$ cat config.mk
export PLATFORM = sky130hd
export DESIGN_NAME = io_in_sampler
export DESIGN_NICKNAME = d
export VERILOG_FILES = /design/src/rtl/decoder_proj_pkg.sv /design/src/rtl/io_sync_fifo.sv /design/src/rtl/io_in_sampler.sv
export SDC_FILE = /design/constraint.sdc
export NUM_CORES = 1
export LEC_CHECK = 0
export BUFFER_PORTS_ARGS = -buffer_cell sky130_fd_sc_hd__buf_2
export CAP_MARGIN = 40
export CORE_ASPECT_RATIO = 1.5
export CORE_UTILIZATION = 55
export DETAILED_ROUTE_END_ITERATION = 6
export PLACE_DENSITY_LB_ADDON = 0.25
export SETUP_SLACK_MARGIN = 0.2
export SYNTH_ARGS = -nofsm -noshare
export SYNTH_HDL_FRONTEND = slang
export SYNTH_SLANG_ARGS = --single-unit
export TNS_END_PERCENT = 100
$ cat constraint.sdc
create_clock -name clk -period 3.2 [get_ports clk]
set_input_delay 0.64 -clock clk [delete_from_list [all_inputs] [get_ports clk]]
set_output_delay 0.64 -clock clk [all_outputs]
set_load 0.005 [all_outputs]
$ cat src/rtl/decoder_proj_pkg.sv
// decoder_proj_pkg: shared code width, code type and debounce FSM states for the decoder project
package decoder_proj_pkg;
   localparam int CODE_W = 7;
   typedef logic [CODE_W-1:0] code_t;
   typedef enum logic [1:0] {IDLE, COUNT, HOLD} deb_state_t;
endpackage

$ cat src/rtl/io_sync_fifo.sv
// io_sync_fifo: WIDTH x DEPTH FIFO with registered head; a push into a full FIFO is dropped
// unless a pop happens on the same edge.
module io_sync_fifo #(
   parameter int WIDTH = 7,
   parameter int DEPTH = 4,
   localparam int AW = $clog2(DEPTH)
) (
   input  logic             clk,
   input  logic             rst_n,
   input  logic             push_i,
   input  logic [WIDTH-1:0] data_i,
   input  logic             pop_i,
   output logic [WIDTH-1:0] data_o,
   output logic [AW:0]      level_o,
   output logic             full_o,
   output logic             drop_o
);
   logic [WIDTH-1:0] mem_q [DEPTH];
   logic [AW-1:0] rd_q, rd_d, wr_q, wr_d;
   logic [AW:0] level_q, level_d;
   logic pop, wr;
   assign pop     = pop_i && level_q != '0;
   assign full_o  = level_q == (AW+1)'(DEPTH);
   // when full, a simultaneous pop frees the slot the write pointer already points at
   assign wr      = push_i && (!full_o || pop);
   assign drop_o  = push_i && full_o && !pop;
   assign rd_d    = pop ? rd_q + 1'b1 : rd_q;
   assign wr_d    = wr ? wr_q + 1'b1 : wr_q;
   assign level_d = level_q + (AW+1)'(wr) - (AW+1)'(pop);
   assign data_o  = mem_q[rd_q];
   assign level_o = level_q;
   always_ff @(posedge clk or negedge rst_n)
      if (!rst_n) begin
         for (int i = 0; i < DEPTH; i++) mem_q[i] <= '0;
         rd_q    <= '0;
         wr_q    <= '0;
         level_q <= '0;
      end else begin
         if (wr) mem_q[wr_q] <= data_i;
         rd_q    <= rd_d;
         wr_q    <= wr_d;
         level_q <= level_d;
      end
endmodule

$ cat src/rtl/io_in_sampler.sv
// io_in_sampler: synchronises and word-debounces the io_in pad bus, queueing each newly
// stable code once for the decoder over a valid/ready handshake.
module io_in_sampler
   import decoder_proj_pkg::*;
#(
   parameter int WIDTH           = CODE_W,
   parameter int SYNC_STAGES     = 2,
   parameter int DEBOUNCE_CYCLES = 16,
   parameter int FIFO_DEPTH      = 4
) (
   input  logic                          clk,
   input  logic                          rst_n,
   input  logic [WIDTH-1:0]              io_in,
   input  logic                          enable_i,
   output logic [WIDTH-1:0]              code_o,
   output logic                          code_valid_o,
   input  logic                          code_ready_i,
   output logic [$clog2(FIFO_DEPTH):0]   level_o,
   output logic                          overflow_o,
   input  logic                          clear_ovf_i
);
   localparam int CW = $clog2(DEBOUNCE_CYCLES);
   localparam logic [CW-1:0] CNT_MAX = CW'(DEBOUNCE_CYCLES - 1);
   logic [WIDTH-1:0] chain_q [SYNC_STAGES];
   logic [WIDTH-1:0] sync_q, cand_q, cand_d, last_q, last_d;
   logic [CW-1:0] cnt_q, cnt_d;
   deb_state_t state_q, state_d;
   logic first_q, first_d, ovf_q, ovf_d, push, drop;
   assign sync_q = chain_q[SYNC_STAGES-1];
   always_comb begin
      state_d = state_q;
      cand_d  = cand_q;
      cnt_d   = cnt_q;
      last_d  = last_q;
      first_d = first_q;
      push    = 1'b0;
      if (!enable_i || state_q == IDLE || sync_q != cand_q) begin
         state_d = enable_i ? COUNT : IDLE;
         cand_d  = sync_q;
         cnt_d   = '0;
      end else if (state_q == COUNT) begin
         if (cnt_q == CNT_MAX) begin
            state_d = HOLD;
            push    = first_q || cand_q != last_q;
            last_d  = cand_q;
            first_d = 1'b0;
         end else
            cnt_d = cnt_q + 1'b1;
      end
   end
   // a drop in the same cycle as a clear wins, so no overflow is ever lost
   assign ovf_d = drop ? 1'b1 : clear_ovf_i ? 1'b0 : ovf_q;
   assign overflow_o = ovf_q;
   always_ff @(posedge clk or negedge rst_n)
      if (!rst_n) begin
         for (int i = 0; i < SYNC_STAGES; i++) chain_q[i] <= '0;
         state_q <= IDLE;
         cand_q  <= '0;
         cnt_q   <= '0;
         last_q  <= '0;
         first_q <= 1'b1;
         ovf_q   <= 1'b0;
      end else begin
         chain_q[0] <= io_in;
         for (int i = 1; i < SYNC_STAGES; i++) chain_q[i] <= chain_q[i-1];
         state_q <= state_d;
         cand_q  <= cand_d;
         cnt_q   <= cnt_d;
         last_q  <= last_d;
         first_q <= first_d;
         ovf_q   <= ovf_d;
      end
   io_sync_fifo #(.WIDTH(WIDTH), .DEPTH(FIFO_DEPTH)) u_fifo (
      .clk     (clk),
      .rst_n   (rst_n),
      .push_i  (push),
      .data_i  (cand_q),
      .pop_i   (code_ready_i),
      .data_o  (code_o),
      .level_o (level_o),
      .full_o  (),
      .drop_o  (drop)
   );
   assign code_valid_o = level_o != '0;
endmodule

==> results.yml <==
min_path:
  min_to: "sync_q[3]$_DFF_PN0_"
  whs_path_depth: 0
  hold_class: "register to register"
  min_from: "chain_q[10]$_DFF_PN0_"
clock_tree:
  clk_path_buf_depth: 2
  holdBufCountCts: 0
  clk-insertion-delay-late_ns: 0.33
  cts.sinks: 71
  cts_setup_buffers: 0
  cts_made_buffers: 9
  cts_tree: "yes"
  cts_resized: 0
  cts_root_buffer: "clkbuf_8"
  clk_pin_slew_ns: 0.07
  htreeDepth: 3
detailed_routing:
  ant_nets: 0
  viasPerCell: 5.37
  drc: 0
  drt_iter0_markers: 76
  dr.pass1.iters: 4
  routedWlPerCell_um: 18.0
  dr_total_vias: 1631
  wirelength_mm: 5.46
logic_synthesis:
  avgSynthCellArea_sq_um: 15.0
  synth_seq_cells: 71
  synthTopCellsByCount: "dfrtp_1 (70), mux2_4 (29), xor2_1 (17)"
  syn_area_sq_um: 3160
  synthTopCellsByArea: "dfrtp_1 (55%), mux2_4 (14%), mux4_2 (5.0%), xor2_1 (4.7%), ha_1 (2.8%)"
  synth_top_area_share_pct: 55.5
  syn_nets: 231
  post-synth-top-count-cell: "dfrtp_1"
  syn_inst: 211
  ys_seq_area_share_pct: 56.3
  yosysTopAreaCell: "dfrtp_1"
  ys.flop_type: "dfrtp_1"
  synth-edff-count: 0
  yosysWarnings: 0
  async_flop_share_pct: 100
  synth_cell_types: 32
layout:
  fillCellCount: 416
  stdcell_area_sq_um: 3500
  multi_input_area_sq_um: 1240
  layout-drive-gt1-share_pct: 35.0
  syn_to_final_growth_pct: 10.8
  layout.nets: 249
  final_cell_count_no_fill: 304
  antenna_cells: 0
  ff_latch_area_sq_um: 1780
power:
  p_per_area_nw_per_um2: 570
  seqPwrFrac_pct: 52.0
  p_comb_share_pct: 11.3
  clockPowerShare_pct: 36.8
  ir_worst_vdd_mv: 0.418
  p_sw_share_pct: 24.4
  leakagePower_nw: 1.79
  p_int_w: 0.00151
  power.switching_w: 0.000486
setup_path:
  crit_fanout: 14
  required_ns: 3.41
  crit_type: "register to register"
  r2r-start: "cand_q[4]$_DFFE_PN0P_"
  reg2reg_depth: 5
  end_kind: "register"
  crit_arrival_ns: 2.85
  reg2reg_to: "u_fifo.mem_q[21]$_DFFE_PN0P_"
  cp-start-kind: "register"
  reg2reg_slack_ns: 0.56
grt:
  grt_antenna_before_repair: 0
  grt_max_degree: 40
  grt_pass1_vias: 1846
  groute.usage.overall_pct: 21.2
  grt_first_pass_wirelength_mm: 9.14
  overflow: 0
floorplan:
  start_util_pct: 57.5
  dieArea_sq_um: 6050
  ioPinCount: 24
  placementRows: 33
  die_h_um: 94.8
  die_x_um: 63.9
  core_area_sq_um: 5490
sta:
  finalCriticalPeriod_ns: 2.64
  setup_ws_ns: 0.560
  slew_headroom_pct: 45.0
  fin_crit_sh_pct: 82.5
  finalHoldViolations: 0
  totalNegativeSetupSlack_ns: 0
  fmax_mhz: 379
  worstMarginPinSlew_ns: 0.825
  slew_viol_final: 0
  setup_violations: 0
  hold_ws_ns: 0.349
  skew_ns: 0.00678
  rsz0062_at_grt: "no"
run:
  cap_violations: 0
status:
  outcome: "finished clean"
place:
  dp.cells: 288
  finalWeightedCongestion: 0.731
  io_buffers: 23
  pre_cts_ws_ns: 0.403
  place_area_sq_um: 3290
  dpl.hpwl_mm: 4.06
==> per-stage QoR <==
stage / power (W) / utilization [%]
after floorplan: 0.00119 / -
after global routing: 0.00209 / 63.7
after detailed placement: 0.00128 / 59.9
after CTS: 0.00203 / 63.7
final: 0.00199 / 63.7
after global placement: 0.00126 / 59.9
==> flip-flops by register name (all words and copies together), names as in the netlist <==
signal and count:
u_fifo.mem_q 28, cand_q 7, chain_q 7, last_q 7, sync_q 7, cnt_q 4
u_fifo.level_o 3, state_q 2, u_fifo.rd_q 2, u_fifo.wr_q 2, first_q 1, overflow_o 1
==> power by group through the flow <==
stage                     Sequential, W  Clock, W  Combinational [W]
after floorplan                0.000988         0           0.000206
after CTS                       0.00104  0.000760           0.000229
after global routing            0.00105  0.000792           0.000248
after global placement          0.00105         0           0.000214
after detailed placement        0.00106         0           0.000227
final                           0.00104  0.000733           0.000224
==> layout by cell type, fill, tap and decap left out, types with 2 or more instances in the layout <==
master,instances
nor4_1,2
clkinv_2,2
xor2_1,17
bufinv_16,2
dfrtp_1,70
inv_1,8
mux2_1,7
o21ai_0,3
buf_4,5
clkbuf_1,3
nor2_1,7
clkbuf_8,9
nand4bb_1,4
buf_2,23
mux4_2,7
nand3_1,2
and2_1,2
nor4_4,2
xnor2_1,5
ha_1,7
mux2_4,29
nand2_1,7
==> cell type report <==
type,count,share of cell area (%)
multi-input combinational,111,35.6
tap,70,2.50
sequential,71,50.8
clock inverter,4,2.00
inverter,8,0.859
clock buffer,12,3.86
timing repair buffer,28,4.36
==> layer usage <==
metal  track usage [%]  part of all wire [%]  vias to the layer above
li1                  -                     -                      741
met1              23.7                    38                      846
met2              36.6                    57                       32
met3              3.38                   2.3                       12
met4              14.8                   2.6                        0
met5                 0                     0                        -
==> worst max path at each step <==
stage | to | slack [ns] | startpoint | cells after the start
after floorplan | u_fifo.level_o[2]$_DFF_PN0_ | 0.96 | code_ready_i | 7
after global placement | u_fifo.mem_q[22]$_DFFE_PN0P_ | 0.52 | enable_i | 6
after detailed placement | u_fifo.mem_q[21]$_DFFE_PN0P_ | 0.40 | enable_i | 6
after CTS | u_fifo.mem_q[21]$_DFFE_PN0P_ | 0.53 | cand_q[4]$_DFFE_PN0P_ | 5
after global routing | u_fifo.mem_q[21]$_DFFE_PN0P_ | 0.42 | cand_q[4]$_DFFE_PN0P_ | 5
final | u_fifo.mem_q[21]$_DFFE_PN0P_ | 0.56 | cand_q[4]$_DFFE_PN0P_ | 5
==> worst max-delay path, cell delays in order (launching register included) <==
cell and delay [ns]:
dfrtp_1 0.47, xor2_1 0.22, nor4_4 0.36, nand3_2 0.33, nand4bb_1 0.67, mux2_4 0.47
==> cell families after synthesis <==
kind of cell / Yosys count / synth area share, %
AOI/OAI and AO/OA: 4 / 0.674
xor gates and xnor gates: 22 / 6.10
adders and majority gates: 8 / 3.41
buffers and inverters: 29 / 4.28
DFF: 71 / 56.3
muxes: 44 / 21.6
and+or+nand+nor: 33 / 7.61
Power figures use the tool's default switching activity.
